<file path="src/rtl/fifo_rr_drain.sv">
// fifo_rr_drain: round-robin burst drain of NUM_FIFOS show-ahead FIFOs into one registered valid/ready stream
module fifo_rr_drain #(
  parameter int DATA_WIDTH = 8,
  parameter int NUM_FIFOS  = 4,
  parameter int MAX_BURST  = 4,
  localparam int SRC_W     = (NUM_FIFOS > 1) ? $clog2(NUM_FIFOS) : 1
) (
  input  logic                            clk,
  input  logic                            rst_n,
  input  logic [NUM_FIFOS-1:0]            fifo_empty,
  input  logic [NUM_FIFOS*DATA_WIDTH-1:0] fifo_dout,
  output logic [NUM_FIFOS-1:0]            fifo_rd_en,
  output logic                            m_valid,
  input  logic                            m_ready,
  output logic [DATA_WIDTH-1:0]           m_data,
  output logic [SRC_W-1:0]                m_src
);
  localparam int CNT_W = $clog2(MAX_BURST + 1);
  typedef enum logic {IDLE, BURST} state_t;
  state_t                r_state;
  logic [SRC_W-1:0]      r_grant;
  logic [SRC_W-1:0]      r_last;
  logic [CNT_W-1:0]      r_cnt;
  logic                  r_valid;
  logic [DATA_WIDTH-1:0] r_data;
  logic [SRC_W-1:0]      r_src;
  logic                  w_found;
  logic [SRC_W-1:0]      w_next;
  logic                  w_load_ok;
  logic                  w_gnt_empty;
  logic                  w_pop;
  logic [DATA_WIDTH-1:0] w_word;
  assign m_valid     = r_valid;
  assign m_data      = r_data;
  assign m_src       = r_src;
  assign w_load_ok   = !r_valid || m_ready;
  assign w_gnt_empty = fifo_empty[r_grant];
  assign w_pop       = (r_state == BURST) && w_load_ok && !w_gnt_empty;
  assign fifo_rd_en  = w_pop ? (NUM_FIFOS'(1) << r_grant) : '0;
  assign w_word      = fifo_dout[int'(r_grant)*DATA_WIDTH +: DATA_WIDTH];
  // first non-empty FIFO after the last grant, wrapping modulo NUM_FIFOS
  always_comb begin
    w_found = 1'b0;
    w_next  = '0;
    for (int k = 1; k <= NUM_FIFOS; k++)
      if (!w_found && !fifo_empty[(int'(r_last) + k) % NUM_FIFOS]) begin
        w_found = 1'b1;
        w_next  = SRC_W'((int'(r_last) + k) % NUM_FIFOS);
      end
  end
  // output register plus IDLE/BURST arbitration FSM
  always_ff @(posedge clk or negedge rst_n) begin
    if (!rst_n) begin
      r_state <= IDLE;
      r_grant <= '0;
      r_last  <= SRC_W'(NUM_FIFOS - 1);
      r_cnt   <= '0;
      r_valid <= 1'b0;
      r_data  <= '0;
      r_src   <= '0;
    end else begin
      if (w_pop) begin
        r_valid <= 1'b1;
        r_data  <= w_word;
        r_src   <= r_grant;
      end else if (m_ready) begin
        r_valid <= 1'b0;
      end
      if (r_state == IDLE) begin
        if (w_found) begin
          r_grant <= w_next;
          r_last  <= w_next;
          r_cnt   <= '0;
          r_state <= BURST;
        end
      end else if (w_gnt_empty) begin
        r_state <= IDLE;
      end else if (w_pop) begin
        r_cnt <= r_cnt + 1'b1;
        if (r_cnt == CNT_W'(MAX_BURST - 1)) r_state <= IDLE;
      end
    end
  end
endmodule

</file>
<file path="config.mk">
export PLATFORM = sky130hd
export DESIGN_NAME = fifo_rr_drain
export DESIGN_NICKNAME = d
export VERILOG_FILES = /design/src/rtl/fifo_rr_drain.sv
export SDC_FILE = /design/constraint.sdc
export NUM_CORES = 1
export LEC_CHECK = 0
export BUFFER_PORTS_ARGS = -buffer_cell sky130_fd_sc_hd__buf_2
export CAP_MARGIN = 25
export CORE_MARGIN = 1
export CORE_UTILIZATION = 45
export DETAILED_ROUTE_END_ITERATION = 8
export GPL_TIMING_DRIVEN = 0
export MAX_ROUTING_LAYER = met4
export PLACE_DENSITY = 0.76
export SLEW_MARGIN = 10
export SYNTH_ARGS = -nofsm -noshare
export SYNTH_HDL_FRONTEND = slang
export SYNTH_SLANG_ARGS = --single-unit
</file>
<file path="constraint.sdc">
create_clock -name clk -period 2.2 [get_ports clk]
set_clock_uncertainty 0.15 [all_clocks]
set_input_delay 0.44 -clock clk [delete_from_list [all_inputs] [get_ports clk]]
set_output_delay 0.44 -clock clk [all_outputs]
set_load 0.05 [all_outputs]
</file>
Word-level counts from Yosys, hierarchy flattened
Index checks and enable logic that the tools add are counted.

word-level totals
  register bits = 19
  bits in latches = 0
  memory bits (writable) = 0
  ROM bits = 0
  input port bits = 39
  output and inout port bits = 15
  memories kept = 0

cells by class
  add/sub/neg operators = 5
  multiply operators = 0
  div/mod/pow operators = 0
  $lt $le $gt $ge = 5
  eq/ne operators = 3
  shift-type cells = 2
  multiplexer cells = 34
  bitwise gates (word level) = 5
  reduce and logical (&&, ||, !) cells = 21

operators with widths
  operator               number
  $shiftx A32 B6 Y8      1
  $mux W1                20
  $lt A3 B4 Y1 const B   4
  $mux W3                4
  $bmux W1 S2            5
  $mux W2                4
  $reduce_or A2 Y1       4
  $logic_not A1 Y1       7
  $logic_and A1 B1 Y1    5
  $add A2 B1 Y2 const B  2
  $add A2 B2 Y2 const B  2
  $and A1 B1 Y1 const A  4
  $mux W4                1
  $reduce_bool A2 Y1     2
  $shl A1 B2 Y4 const A  1
  $add A3 B1 Y3 const B  1
  $eq A3 B2 Y1 const B   1
  $lt A2 B3 Y1 const B   1
  $reduce_and A3 Y1      1
  $ne A2 B1 Y1 const B   1
  $ne A2 B2 Y1 const B   1
  $reduce_and A2 Y1      1
  $logic_or A1 B1 Y1     1
  $not A1 Y1             1

Logic depth before layout (Yosys ltp)
  depth in word-level cells = 17
  gate-level depth with buffers = 5
  mapped depth without buffers = 4

Worst setup path before layout
No wires, ideal clock.

  path kind = reg2out
  start point = register r_valid, in the netlist m_valid
  end point = output port fifo_rd_en[0]
  data arrival time = 1.558 ns
  path slack = 0.052 ns
  stages on the path, launching flop included = 4
  cell sequence = dfrtp_1 > nand2b_1 > nand4_1 > nor2_1

on the way
  longest elaborated chain between the ends = 5

RTL lines
  what                               RTL line  source
  start, declared                    24        logic r_valid;
  start signal, assigned             58        r_valid <= 1'b0;
  start signal, assigned             63        r_valid <= 1'b1;
  start signal, assigned             67        r_valid <= 1'b0;
  $logic_not A1 Y1                   36        assign w_load_ok = !r_valid || m_ready;
  $logic_or A1 B1 Y1                 36
  $logic_and A1 B1 Y1 (2 in series)  38        assign w_pop = (r_state == BURST) && w_load_ok && !w_gnt_empty;
  $mux W4                            39        assign fifo_rd_en = w_pop ? (NUM_FIFOS'(1) << r_grant) : '0;
  end, declared                      12        output logic [NUM_FIFOS-1:0] fifo_rd_en,

Every way passes these cells.

Worst setup path in the final report
  start point = register r_grant[0]
  end point = output port fifo_rd_en[2]

on the way
  longest elaborated chain between the ends = 5
  elaborated cells between the ends (all ways) = 6

RTL lines
  what                           RTL line  source
  start, declared                21        logic [SRC_W-1:0] r_grant;
  start signal, assigned         71        r_grant <= w_next;
  $bmux W1 S2                    37        assign w_gnt_empty = fifo_empty[r_grant];
  $mux W1 (not written as such)  37
  $logic_not A1 Y1               38
  $logic_and A1 B1 Y1            38
  $mux W4 *                      39

Mark *: on every way between the ends. The rest lies on a longest branch, timed or not. The select of a mux whose other input is x is not followed.

==> metrics.md <==
| Metric | Value |
|---|---|
| Initial Util | 0.472 |
| P_leak | 0.763 nW |
| Cells on worst reg2reg path | 4 |
| Drt wl/cell | 14.8 µm |
| Clock sink count | 19 |
| Syn_area_per_cell | 12.9 µm² |
| Area Overhead vs Synth | 32.8% |
| Hold Path Depth | 3 |
| Sequential power share | 0.277 |
| Startpoint types | flop |
| Critical Path Max Stage Delay | 0.41 ns |
| Diodes inserted | 0 |
| FF+latch count, synth | 19 |
| Max Clock Freq | 0.472 GHz |
| 1st-iter DRT viols | 7 |
| Die Ht | 52.7 µm |
| GRT Total Usage | 0.198 |
| GRT Residual Overflow | 0 |
| Setup TNS | 0 ns |
| Cell taking the most area after synthesis | dfrtp_1 |
| Number of CTS-inserted buffers | 3 |
| H-tree depth | 1 |
| Via count | 957 |
| Final Wtd Congestion | 0.796 |
| Clk_lat worst skew | 0.30 ns |
| Post-route ant nets | 0 |
| Layout cells sized above 1 | 0.557 |
| Net count, final | 191 |
| Largest net degree at the start of global routing | 20 |
| Reg clk slew, reported paths | 0.10 ns |
| Final min period | 2.12 ns |
| Cell Chain, Critical Path | buf_4 -> inv_1 -> nand4_1 -> nor2_1 -> buf_6 |
| Switch share | 0.462 |
| Synth top area share | 0.367 |
| Slew headroom | 0.711 |
| Storage cell area | 478 µm² |
| Synth unique cells | 29 |
| Status | finished, final reports clean |
| First-pass GRT wire length | 3830 µm |
| Clock buffer depth | 2 |
| Fillers | 187 |
| CTS root buffer | clkbuf_4 |
| Initial antenna violation count | 0 |
| Total core area | 2450 µm² |
| Hold slack final | 0.344 ns |
| Combinational share of power | 0.647 |
| DRC | 0 |
| CP Data Arrival Time | 1.53 ns |
| Via density per instance | 5.35 |
| Critical Path End Type | primary output |
| Max stage delay cell, worst path | dfrtp_1 |
| Dpl hpwl | 2050 µm |
| Cells after synthesis | 90 |
| Worst vdd ir | 846 µV |
| TritonCTS clock tree | built |
| FP Rows | 18 |
| Pwr Density | 1530 nW/µm² |
| Switch Pwr | 1.08 mW |
| Setup violations, final | 0 |
| Chip width | 52.7 µm |
| Final hold vios | 0 |
| I/O pins | 54 |
| Slew Viols, Final | 0 |
| Buffers on Ports | 53 |
| Worst-path fanout max | 10 |
| Synth area leaders | dfrtp_1 37%, mux4_2 17%, mux2_4 9.1%, dfstp_2 4.5%, mux2i_1 4.3% |
| Multi-input logic area | 623 µm² |
| Slew @ Worst Pin | 0.433 ns |
| Synthesized cell area | 1160 µm² |
| Max-capacitance violation count | 0 |
| Die area | 2780 µm² |
| Tcrit/Tclk final | 0.964 |
| Sequential area share after synthesis | 0.413 |
| Part of the power in the clock network | 0.075 |
| Yosys warning total | 0 |
| Setup Crit Path Kind | flop to primary output |
| Worst path required time | 1.61 ns |
| Routed WL | 2660 µm |
| Pint | 1.26 mW |
| Number of global-route vias before repair | 882 |
| Syn nets | 131 |
| Pre-antenna DRT Iters | 4 |
| R2R setup slack | 0.27 ns |
| Hold Crit Class | input pin to flop |
-- power groups by stage --
stage | Combinational, mW | Clock, mW | Sequential (mW)
6_report | 1.52 | 0.176 | 0.651
5_1_grt | 1.62 | 0.194 | 0.672
4_1_cts | 1.50 | 0.186 | 0.648
3_5_place_dp | 1.47 | 0 | 0.656
3_3_place_gp | 1.43 | 0 | 0.643
2_1_floorplan | 0.810 | 0 | 1.00
-- timing repair --
item                       in CTS  in global routing
hold endpoints to repair       17                  0
hold buffers                    1                  0
setup endpoints to repair       4                  4
gates resized for setup         6                  7
setup buffers                   0                  1
-- cell usage in the layout (no fill, tap or decap), drive strengths merged --
cell type    synthesis  routed
mux4                 9       9
and2                 3       3
and3b                1       1
mux2i                5       5
mux2                 9       9
a211o                1       1
nand4                1       1
o32a                 1       1
nand2                7       7
dfrtp               17      17
o21bai               1       1
a21o                 2       2
dlygate4sd3          0       1
inv                  6       6
o2bb2ai              1       1
a21boi               1       1
dfstp                2       2
ha                   2       2
nand2b               4       4
clkbuf               1       5
nor3                 1       1
and4                 1       1
a41o                 1       1
buf                  4      58
nor2                 4       4
o21ai                3       3
a32oi                2       2
-- kinds of logic after synthesis --
kind of cell | count (synthesis) | share of synthesized area
AOI/OAI and AO/OA | 13 | 0.0864
and+or+nand+nor | 22 | 0.0994
buffers and inverters | 11 | 0.0518
DFF | 19 | 0.413
adders and majority gates | 2 | 0.0216
muxes | 23 | 0.328
-- cells in the mapped netlist --
cell and instances:
and2_1 3, ha_1 2, clkbuf_1 1, nand4_1 1, a21o_1 2, a41o_1 1
mux2i_1 5, buf_1 1, o32a_1 1, a32oi_1 2, dfstp_2 2, inv_1 6
o21bai_1 1, nor3_1 1, nor2_1 4, mux4_2 9, mux2_4 7, buf_2 2
dfrtp_1 17, a21boi_0 1, o2bb2ai_1 1, o21ai_0 3, mux2_2 2, nand2_1 7
buf_12 1, nand2b_1 4, a211o_1 1, and3b_2 1, and4_1 1
-- sequential cells by signal, indices dropped and copies added (netlist names) --
register,cells
m_data,8
r_last,2
m_valid,1
r_state,1
m_src,2
r_grant,2
r_cnt,3
-- layout make-up --
class                      count  area share
tap                           30      0.0244
multi-input combinational     60       0.405
clock buffer                   4      0.0171
timing repair buffer          55       0.198
buffer                         5      0.0309
inverter                       6      0.0146
sequential                    19       0.311
-- routing by layer --
metal,GRT usage,up-vias,wire length [µm]
li1,-,452,-
met1,0.218,476,1090
met2,0.359,27,1440
met3,0.0522,2,120
met4,0.0395,0,10
met5,-,-,0
-- through the flow --
step	total power [mW]	cells	cell area, µm²	worst slack [ns]	util
after floorplan	1.81	90	1160	0.0523	-
after global placement	2.07	173	1460	0.0981	0.595
after detailed placement	2.13	173	1460	0.0854	0.595
after CTS	2.33	178	1510	0.0411	0.616
after global routing	2.48	179	1540	-0.0259	0.627
final	2.35	179	1540	0.0800	0.627
-- critical path: cells and delay by family (launching register included) --
kind | cells | cell delay, ns
buffers and inverters | 3 | 0.47
AND/OR/NAND/NOR | 2 | 0.34
flip-flops | 1 | 0.41
-- path summary, 6_finish.rpt --
kind                                        start                     to
setup / recovery           r_grant[0]$_DFFE_PN0P_          fifo_rd_en[2]
hold / removal                            m_ready    m_valid$_DFFE_PN0P_
setup reg to reg           r_grant[0]$_DFFE_PN0P_   m_src[1]$_DFFE_PN0P_
hold reg to reg              r_cnt[0]$_DFFE_PN0P_   r_cnt[0]$_DFFE_PN0P_
max in group asynchronous                   rst_n  r_last[0]$_DFFE_PN1P_
min in group asynchronous                   rst_n  m_data[3]$_DFFE_PN0P_
Power figures use the tool's default switching activity.
